`src/rtl/dmem_port_arbiter.sv`:
```
// Two-port arbiter/sequencer in front of the single-ported data memory.
// Port 0 = CPU load/store unit, port 1 = debug/DMA master.
//
// Ports:
//   clk, reset               clock, synchronous active-high reset
//   reqN/weN/addrN/wdataN/maskN   request + payload, held until gntN
//   gntN                     combinational grant, high in the issue cycle
//   rvalidN / wdoneN         one-cycle load-data-valid / store-done pulses
//   rdata                    shared load data, qualified by rvalidN
//   busy                     an access is in flight
//   mem_*                    memory side (addr, write_data, memread,
//                            memwrite, sign_mask, read_data, clk_stall)
module dmem_port_arbiter #(
  parameter bit FIXED_PRIO = 1'b0
) (
  input  logic        clk,
  input  logic        reset,
  input  logic        req0,
  input  logic        req1,
  input  logic        we0,
  input  logic        we1,
  input  logic [31:0] addr0,
  input  logic [31:0] addr1,
  input  logic [31:0] wdata0,
  input  logic [31:0] wdata1,
  input  logic [3:0]  mask0,
  input  logic [3:0]  mask1,
  output logic        gnt0,
  output logic        gnt1,
  output logic        rvalid0,
  output logic        rvalid1,
  output logic        wdone0,
  output logic        wdone1,
  output logic [31:0] rdata,
  output logic        busy,
  output logic [31:0] mem_addr,
  output logic [31:0] mem_write_data,
  output logic        mem_memread,
  output logic        mem_memwrite,
  output logic [3:0]  mem_sign_mask,
  input  logic [31:0] mem_read_data,
  input  logic        mem_clk_stall
);

  typedef enum logic [1:0] {
    IDLE       = 2'd0,
    READ_WAIT  = 2'd1,
    WRITE_WAIT = 2'd2
  } state_e;

  state_e state_q, state_d;
  logic   owner_q, owner_d;
  logic   last_grant_q, last_grant_d;
  // Set for the first WRITE_WAIT cycle: the memory raises clk_stall
  // only after it has seen memwrite, so stall is ignored there.
  logic   wfirst_q, wfirst_d;

  logic        any_req;
  logic        win;
  logic        w_we;
  logic [31:0] w_addr;
  logic [31:0] w_wdata;
  logic [3:0]  w_mask;
  logic        ww_done;

  assign any_req = req0 | req1;

  // Tie-break: fixed priority to port 0, or the port not granted last.
  always_comb begin
    if (req0 && req1) begin
      win = FIXED_PRIO ? 1'b0 : ~last_grant_q;
    end else begin
      win = req1;
    end
  end

  assign w_we    = win ? we1    : we0;
  assign w_addr  = win ? addr1  : addr0;
  assign w_wdata = win ? wdata1 : wdata0;
  assign w_mask  = win ? mask1  : mask0;

  assign ww_done = (state_q == WRITE_WAIT) && !wfirst_q && !mem_clk_stall;

  // State register
  always_ff @(posedge clk) begin
    if (reset) begin
      state_q      <= IDLE;
      owner_q      <= 1'b0;
      last_grant_q <= 1'b1;
      wfirst_q     <= 1'b0;
    end else begin
      state_q      <= state_d;
      owner_q      <= owner_d;
      last_grant_q <= last_grant_d;
      wfirst_q     <= wfirst_d;
    end
  end

  // Next-state logic
  always_comb begin
    state_d      = state_q;
    owner_d      = owner_q;
    last_grant_d = last_grant_q;
    wfirst_d     = 1'b0;
    unique case (state_q)
      IDLE: begin
        if (any_req) begin
          state_d      = w_we ? WRITE_WAIT : READ_WAIT;
          owner_d      = win;
          last_grant_d = win;
          wfirst_d     = w_we;
        end
      end
      READ_WAIT: begin
        state_d = IDLE;
      end
      WRITE_WAIT: begin
        if (ww_done) begin
          state_d = IDLE;
        end
      end
      default: begin
        state_d = IDLE;
      end
    endcase
  end

  // Output logic; everything is forced low while reset is high.
  always_comb begin
    gnt0           = 1'b0;
    gnt1           = 1'b0;
    rvalid0        = 1'b0;
    rvalid1        = 1'b0;
    wdone0         = 1'b0;
    wdone1         = 1'b0;
    rdata          = 32'h0;
    busy           = 1'b0;
    mem_addr       = 32'h0;
    mem_write_data = 32'h0;
    mem_memread    = 1'b0;
    mem_memwrite   = 1'b0;
    mem_sign_mask  = 4'h0;
    if (!reset) begin
      unique case (state_q)
        IDLE: begin
          if (any_req) begin
            gnt0           = ~win;
            gnt1           = win;
            mem_addr       = w_addr;
            mem_write_data = w_wdata;
            mem_sign_mask  = w_mask;
            mem_memread    = ~w_we;
            mem_memwrite   = w_we;
          end
        end
        READ_WAIT: begin
          busy    = 1'b1;
          rdata   = mem_read_data;
          rvalid0 = ~owner_q;
          rvalid1 = owner_q;
        end
        WRITE_WAIT: begin
          busy = 1'b1;
          if (ww_done) begin
            wdone0 = ~owner_q;
            wdone1 = owner_q;
          end
        end
        default: begin
          busy = 1'b0;
        end
      endcase
    end
  end

endmodule
```
`config.mk`:
```
export PLATFORM = sky130hd
export DESIGN_NAME = dmem_port_arbiter
export DESIGN_NICKNAME = d
export VERILOG_FILES = /design/src/rtl/dmem_port_arbiter.sv
export SDC_FILE = /design/constraint.sdc
export NUM_CORES = 1
export LEC_CHECK = 0
export CORE_AREA = 2 2 111 113
export DETAILED_ROUTE_END_ITERATION = 10
export DIE_AREA = 0 0 113 115
export GPL_TIMING_DRIVEN = 0
export MAX_ROUTING_LAYER = met4
export SKIP_LAST_GASP = 1
export SYNTH_ARGS = -nofsm -noshare
export SYNTH_HDL_FRONTEND = slang
export SYNTH_SLANG_ARGS = --single-unit
```
`constraint.sdc`:
```
create_clock -name clk -period 3.18 [get_ports clk]
set_input_delay 0.318 -clock clk [delete_from_list [all_inputs] [get_ports clk]]
set_output_delay 0.318 -clock clk [all_outputs]
set_load 0.01 [all_outputs]
```
# Word level (Yosys, flattened, before mapping)
# Index checks and enable logic that the tools add are counted.
# totals
ram_bits	0
out_inout_bits	109
elab_cells	66
in_bits	175
n_memories	0
latch_bits	0
romBits	0
reg_bits	5
# classes
mul	0
reduce_logical	9
n_addsub	0
div	0
muxes	44
n_lt_le_gt_ge	0
shifts	0
eq_ne	4
n_bitwise	5
# op_table
operator	n
32-bit 2-to-1 mux	10
1-bit 2-to-1 mux	26
4-bit 2-to-1 mux	4
2-bit 2-to-1 mux	3
2-bit inequality test, second input constant	2
1-bit NOT	4
2-bit one-hot mux with 2 select lines	1
2-bit AND reduction	2
1-bit logical AND	3
2-bit by 1-bit == test with 1-bit output, second input constant	1
2-bit == test, second input constant	1
1-bit logical NOT	2
2-bit logical NOT	1
2-bit OR reduction	1
1-bit bitwise OR	1

# Logic depth before layout (Yosys ltp)
# Gate-level depths: netlist of the first run.
# depth
ltp_word	7
ltp_mapped	6
depth_no_buf	5

# Worst setup path after synthesis of the first run
# OpenSTA, ideal clock, no wires.
# synth_path
kind	register to output
startpoint	register state_q[0]
endpoint	output port mem_memwrite
required_time_ns	2.862
slack_ns	1.422
path_buffers	2
arrival_ns	1.440
path_stages_with_launch	7
path_cell_list	dfxtp_1 -> inv_1 -> ha_1 -> or3b_1 -> buf_6 -> buf_8 -> nor2_1
# synth_via
elab_chain_cells	3
# synth_lines
item	line	text
from (decl)	51	state_e state_q, state_d;
from (signal assigned)	92	state_q <= state_d;
2-bit logical NOT	144	unique case (state_q)
1-bit 2-to-1 mux	144	
1-bit 2-to-1 mux	-	
to (decl)	39	output logic mem_memwrite,
# No other way between the ends.

# Worst setup path in the final report of the first run
# layout_path
startpoint	input port req1
endpoint	output port mem_write_data[21]
# layout_via
elab_chain_cells	6
word_cells_on_any_way	7
classes_between	mux: 5; bitwise: 1; reduce/logical: 1
# layout_lines
item	line	text
from (decl)	19	input logic req1,
1-bit logical AND	70	if (req0 && req1) begin
1-bit 2-to-1 mux	70	
32-bit 2-to-1 mux	79	assign w_wdata = win ? wdata1 : wdata0;
32-bit 2-to-1 mux *	146	if (any_req) begin
32-bit 2-to-1 mux *	144	
32-bit 2-to-1 mux *	143	if (!reset) begin
to (decl)	37	output logic [31:0] mem_write_data,
# Mark *: on every way between the ends. The rest lies on a longest branch, timed or not.

==> flow_summary_export.csv, run 1 <==
group,metric,value,unit
global_routing,grt_pass1_wl,15200,um
synth,yosys_register_bits,5,
detailed_routing,vias,3061,
detailed_routing,wl_per_cell,14.5,um
timing,rsz0062_at_grt,"no",
clock_network,h-tree-depth,1,
timing,hold_viol,0,
setup_path,cp_common_cell,"clkdlybuf4s50_1",
clock_network,clockRootBuffer,"clkbuf_16",
clock_network,cts_tree,"done",
die,ioPinCount,284,
timing,worstMarginPinSlew,490,ps
die,dieHeight,115,um
global_routing,grt_use_met2,0.291,
cells_and_area,fin_nets,768,
placement,placed_cell_area,4830,sq um
synth,yosys_warnings,0,
power_and_ir_drop,power_leakage,0.00181,uW
clock_network,clk_latency,230,ps
setup_path,crit_fanout,10,
die,die_w,113,um
setup_path,r2r_setup_slack,1590,ps
die,rows,40,
clock_network,path_clk_slew,30,ps
cells_and_area,final_common_cell,"clkdlybuf4s50_1",
setup_path,critPathLaunchType,"input pin",
detailed_routing,viasPerCell,4.16,
die,die_area,13000,sq um
cells_and_area,diodes,0,
die,initial_core_util,0.154,
setup_path,crit_chain,"clkdlybuf4s50_1, a21boi_2, clkbuf_1, nand2_1, a21oi_2, clkdlybuf4s50_1",
timing,fin_crit_sh,0.900,
setup_path,worst-setup-path-type,"in -> out",
placement,port_buffers,283,
synth,synthesis.area,1820,sq um
global_routing,top_usage_layer,"met2",
global_routing,grt_max_degree,11,
timing,drv_slew,0,
power_and_ir_drop,ir_drop,0.0000968,V
timing,setup_viol,0,
timing,final.min_clock_period,2860,ps
synth,synth_nets,480,
cells_and_area,area_growth,170,%
clock_network,cts_resized,0,
timing,setup_ws,319,ps
timing,fin_hold_ws,538,ps
cells_and_area,mostFrequentLayoutCells,"283 x clkdlybuf4s50_1, 140 x nand2_1, 67 x a21oi_2",
timing,timing.fmax,0.350,GHz
placement,dpl.hpwl,9210,um
synth,syn_inst,302,
cells_and_area,drive_above_1_share,0.151,
detailed_routing,wl,10700,um
run_status,status,"finished with violations",
cells_and_area,fillerInstances,1236,
cells_and_area,fin_area,4910,sq um
setup_path,slowest_delay,560,ps
global_routing,overflow,0,
global_routing,grt_use_met1,0.162,
detailed_routing,dr.first_iter.drc_count,98,
detailed_routing,firstDrtPassIters,7,
die,core,11800,sq um
clock_network,postCtsSetupBuffers,0,
run_status,violations,"DRC",
synth,syn-mean-instance-area,6.02,sq um
timing,tns,0,ps
global_routing,first_global_vias,2987,
global_routing,grtUsageTotal,0.152,
power_and_ir_drop,power,1050,uW
synth,yosysUniqueCellTypes,26,
power_and_ir_drop,power_density,214,nW/um^2
global_routing,antenna_found_initial,0,
clock_network,numClockSinks,5,
placement,gp_congestion,0.785,
flow_run,drv_cap,0,
setup_path,required,2860,ps
clock_network,clk_path_buf_depth,2,
timing,slew-limit-headroom,0.673,
setup_path,crit_arrival,2540,ps
detailed_routing,remaining_drc_errors,20,
detailed_routing,ant_nets,0,
global_routing,use_met3,0.0285,
min_path,min-delay-path-class,"reg -> reg",
placement,dp_slack,235,ps
clock_network,cts_buffers,3,
synth,seq_area_frac_synth,0.0551,
setup_path,end_kind,"primary output",
timing,skew,3.27,ps
clock_network,cts_hold_buf,0,
setup_path,cp_slowest_cell,"clkdlybuf4s50_1",
final timing paths:
path                   start                  to  cells past startpoint
setup / recovery        req1  mem_write_data[21]                      6
hold reg to reg      owner_q             owner_q                      2
hold / removal       owner_q             owner_q                      2
setup reg to reg  state_q[0]            wfirst_q                      6
state kept, by name (all words and copies together), names as in the netlist:
signal	count
wfirst_q	1
state_q	2
owner_q	1
last_grant_q	1
cell families (layout without fill, tap and decap cells):
group / after synthesis / count (layout) / share of synthesized area
simple gates: 187 / 187 / 0.448
compound gates: 76 / 76 / 0.362
buf+inv: 29 / 316 / 0.103
flops: 5 / 5 / 0.0551
fa+ha+maj: 3 / 3 / 0.0207
mux: 2 / 2 / 0.0117
worst max-delay path, delay by kind of cell:
kind / cells / cell delay [ps]
AO/OA/AOI/OAI: 2 / 590
buffers and inverters: 3 / 1500
AND/OR/NAND/NOR: 1 / 130
layer usage:
metal	part of all wire	vias to the layer above
li1	-	1543
met1	0.36	1337
met2	0.53	170
met3	0.098	11
met4	0.014	0
met5	0	-
cells in the mapped netlist (all sizes together):
cell type	instances	area [sq um]
nand2	140	526
a21oi	70	602
and2	33	206
buf	15	134
clkbuf	12	45.0
nor2	6	25.0
dfxtp	5	100
nor2b	4	25.0
ha	3	37.5
inv	2	7.51
o32ai	2	17.5
a21bo	1	10.0
a21boi	1	11.3
a221o	1	10.0
mux2	1	11.3
mux2i	1	10.0
nor3	1	5.00
nor3b	1	7.51
o21a	1	7.51
or3b	1	8.76
or4b	1	10.0
report_power, final:
part / internal (uW) / switching [uW] / total (uW)
sequential: 70.0 / 5.62 / 75.6
clock: 166 / 44.3 / 211
combinational: 444 / 320 / 764
total: 680 / 370 / 1050
per-stage QoR:
| stage | std cells | util |
|---|---|---|
| after floorplan | 302 | - |
| after global placement | 732 | 0.409 |
| after detailed placement | 732 | 0.409 |
| after CTS | 736 | 0.416 |
| after global routing | 736 | 0.416 |
| final | 736 | 0.416 |
layout make-up:
class,instances,area [sq um],area share
buffer,27,179,0.0364
clock buffer,4,78.8,0.0160
inverter,2,7.51,0.00153
multi-input combinational,268,1530,0.312
sequential,5,100,0.0204
tap,147,184,0.0374
timing repair buffer,283,2830,0.577
(Power assumes the default switching activity.)
==> run 2: changes to the inputs <==
--- a/config.mk
+++ b/config.mk
@@ -10,6 +10,7 @@
 export DIE_AREA = 0 0 113 115
 export GPL_TIMING_DRIVEN = 0
 export MAX_ROUTING_LAYER = met4
+export PLACE_DENSITY = 0.67
 export SKIP_LAST_GASP = 1
 export SYNTH_ARGS = -nofsm -noshare
 export SYNTH_HDL_FRONTEND = slang
==> run 2 against run 1 <==
Effect of this change: the run still ends with DRC left; cell count unchanged; register-to-register slack about the same; clock-buffer cell count unchanged; clock power about the same; sequential power barely moved; clock skew is 2.8 ps lower; final area did not move; critical path type unchanged; largest power group unchanged.
==> flow_summary_export.csv, run 2 (synthesis results as in run 1) <==
group,metric,value,unit
run_status,status,"finished with violations",
run_status,violations,"DRC",
clock_network,cts_tree,"done",
power_and_ir_drop,swShare,0.351,
setup_path,critPathLaunchType,"input pin",
detailed_routing,met2_length,5560,um
timing,fin_crit_sh,0.900,
setup_path,crit_chain,"clkdlybuf4s50_1, a21boi_2, clkbuf_1, nand2_1, a21oi_2, clkdlybuf4s50_1",
power_and_ir_drop,p_comb_frac,0.728,
clock_network,cts_buffers,3,
power_and_ir_drop,pwr-share-seq,0.072,
timing,setup_ws,319,ps
min_path,min_to,"owner_q",
power_and_ir_drop,power_leakage,0.00181,uW
cells_and_area,final_cell_count_no_fill,736,
detailed_routing,viasPerCell,4.20,
die,dieHeight,115,um
setup_path,r2r_cells,6,
detailed_routing,dr.first_iter.drc_count,85,
cells_and_area,fin_nets,768,
setup_path,cp_common_cell,"clkdlybuf4s50_1",
cells_and_area,diodes,0,
clock_network,clk_latency,230,ps
placement,dp_slack,226,ps
setup_path,reg2reg_to,"wfirst_q",
cells_and_area,largest_register,"state_q",
clock_network,cts_hold_buf,0,
die,initial_core_util,0.154,
cells_and_area,drive_above_1_share,0.151,
setup_path,required,2860,ps
setup_path,slowest_delay,550,ps
detailed_routing,remaining_drc_errors,19,
detailed_routing,wl,10500,um
placement,gp_congestion,0.794,
clock_network,postCtsSetupBuffers,0,
setup_path,crit_path_start,"req1",
die,ioPinCount,284,
placement,dpl.hpwl,9160,um
timing,timing.fmax,0.350,GHz
clock_network,clk_path_buf_depth,2,
global_routing,grt_pass1_wl,15200,um
min_path,min_path_cells,2,
setup_path,worst-setup-path-type,"in -> out",
cells_and_area,regArea,100,sq um
placement,place_inst,732,
cells_and_area,final_common_cell,"clkdlybuf4s50_1",
min_path,hold_start,"owner_q",
detailed_routing,met3_length,993,um
cells_and_area,area_growth,170,%
setup_path,r2r-start,"state_q[0]",
setup_path,crit_fanout,10,
timing,drv_slew,0,
die,die_w,113,um
detailed_routing,firstDrtPassIters,10,
global_routing,antenna_found_initial,0,
cells_and_area,fillerInstances,1217,
detailed_routing,vias,3089,
timing,setup_viol,0,
setup_path,end_kind,"primary output",
power_and_ir_drop,clock_power_share,0.200,
power_and_ir_drop,switchingPower,368,uW
flow_run,drv_cap,0,
timing,skew,0.481,ps
die,rows,40,
cells_and_area,fin_area,4910,sq um
timing,slew-limit-headroom,0.699,
global_routing,overflow,0,
power_and_ir_drop,ir_drop,0.000132,V
die,core,11800,sq um
detailed_routing,maxUsedRoutingLayer,"met4",
clock_network,cts_resized,0,
clock_network,path_clk_slew,30,ps
placement,placed_cell_area,4830,sq um
detailed_routing,drt-met1-wl,3790,um
clock_network,numClockSinks,5,
global_routing,grt_max_degree,11,
timing,fin_hold_ws,535,ps
power_and_ir_drop,power_density,213,nW/um^2
die,die_area,13000,sq um
setup_path,r2r_setup_slack,1580,ps
cells_and_area,multi_input_area,1530,sq um
detailed_routing,ant_nets,0,
global_routing,grtUsageTotal,0.150,
global_routing,first_global_vias,3058,
timing,final.min_clock_period,2860,ps
timing,worstMarginPinSlew,449,ps
timing,tns,0,ps
detailed_routing,wl_per_cell,14.2,um
min_path,min-delay-path-class,"reg -> reg",
power_and_ir_drop,power.internal,681,uW
setup_path,crit_arrival,2540,ps
timing,hold_viol,0,
timing,rsz0062_at_grt,"no",
cells_and_area,largest_reg_flops,2,
clock_network,h-tree-depth,1,
placement,port_buffers,283,
cells_and_area,mostFrequentLayoutCells,"283 x clkdlybuf4s50_1, 140 x nand2_1, 67 x a21oi_2",
setup_path,cp_slowest_cell,"clkdlybuf4s50_1",
clock_network,clockRootBuffer,"clkbuf_16",
==> run 2: cell counts in the layout (fill, tap and decap cells not counted) <==
No cell type changed its count.
==> run 2: cell type report <==
cell class	count	share of cell area
buffer	27	0.0364
clock buffer	4	0.0160
inverter	2	0.00153
multi-input combinational	268	0.312
sequential	5	0.0204
tap	147	0.0374
timing repair buffer	283	0.577
==> run 2: how the worst max path moves through the flow <==
stage	endpoint	slack, ps
after global placement	mem_write_data[13]	210
final	mem_write_data[13]	320
after floorplan	mem_memwrite	1420
after detailed placement	mem_write_data[13]	230
after global routing	mem_write_data[13]	120
after CTS	mem_write_data[13]	220
==> run 2: power groups by stage <==
stage / Sequential, uW / Clock (uW) / Combinational (uW)
after floorplan: 74.9 / 0 / 317
after global placement: 76.2 / 0 / 760
after detailed placement: 76.7 / 0 / 770
after CTS: 75.9 / 212 / 773
after global routing: 77.1 / 216 / 821
final: 75.9 / 209 / 763
==> run 2: metal layers <==
metal,global-route usage,vias up
met4,0.0309,0
met5,-,-
met3,0.0332,11
li1,-,1544
met1,0.161,1360
met2,0.282,174
==> run 2: worst max-delay path: cells and delay by family <==
kind / cells / cell delay, ps
and+or+nand+nor: 1 / 120
buffers and inverters: 3 / 1490
AOI/OAI and AO/OA: 2 / 600
==> run 2: stage by stage <==
step	utilization	total power, uW
5_1_grt	0.416	1110
3_3_place_gp	0.409	837
3_5_place_dp	0.409	847
4_1_cts	0.416	1060
6_report	0.416	1050
2_1_floorplan	-	392
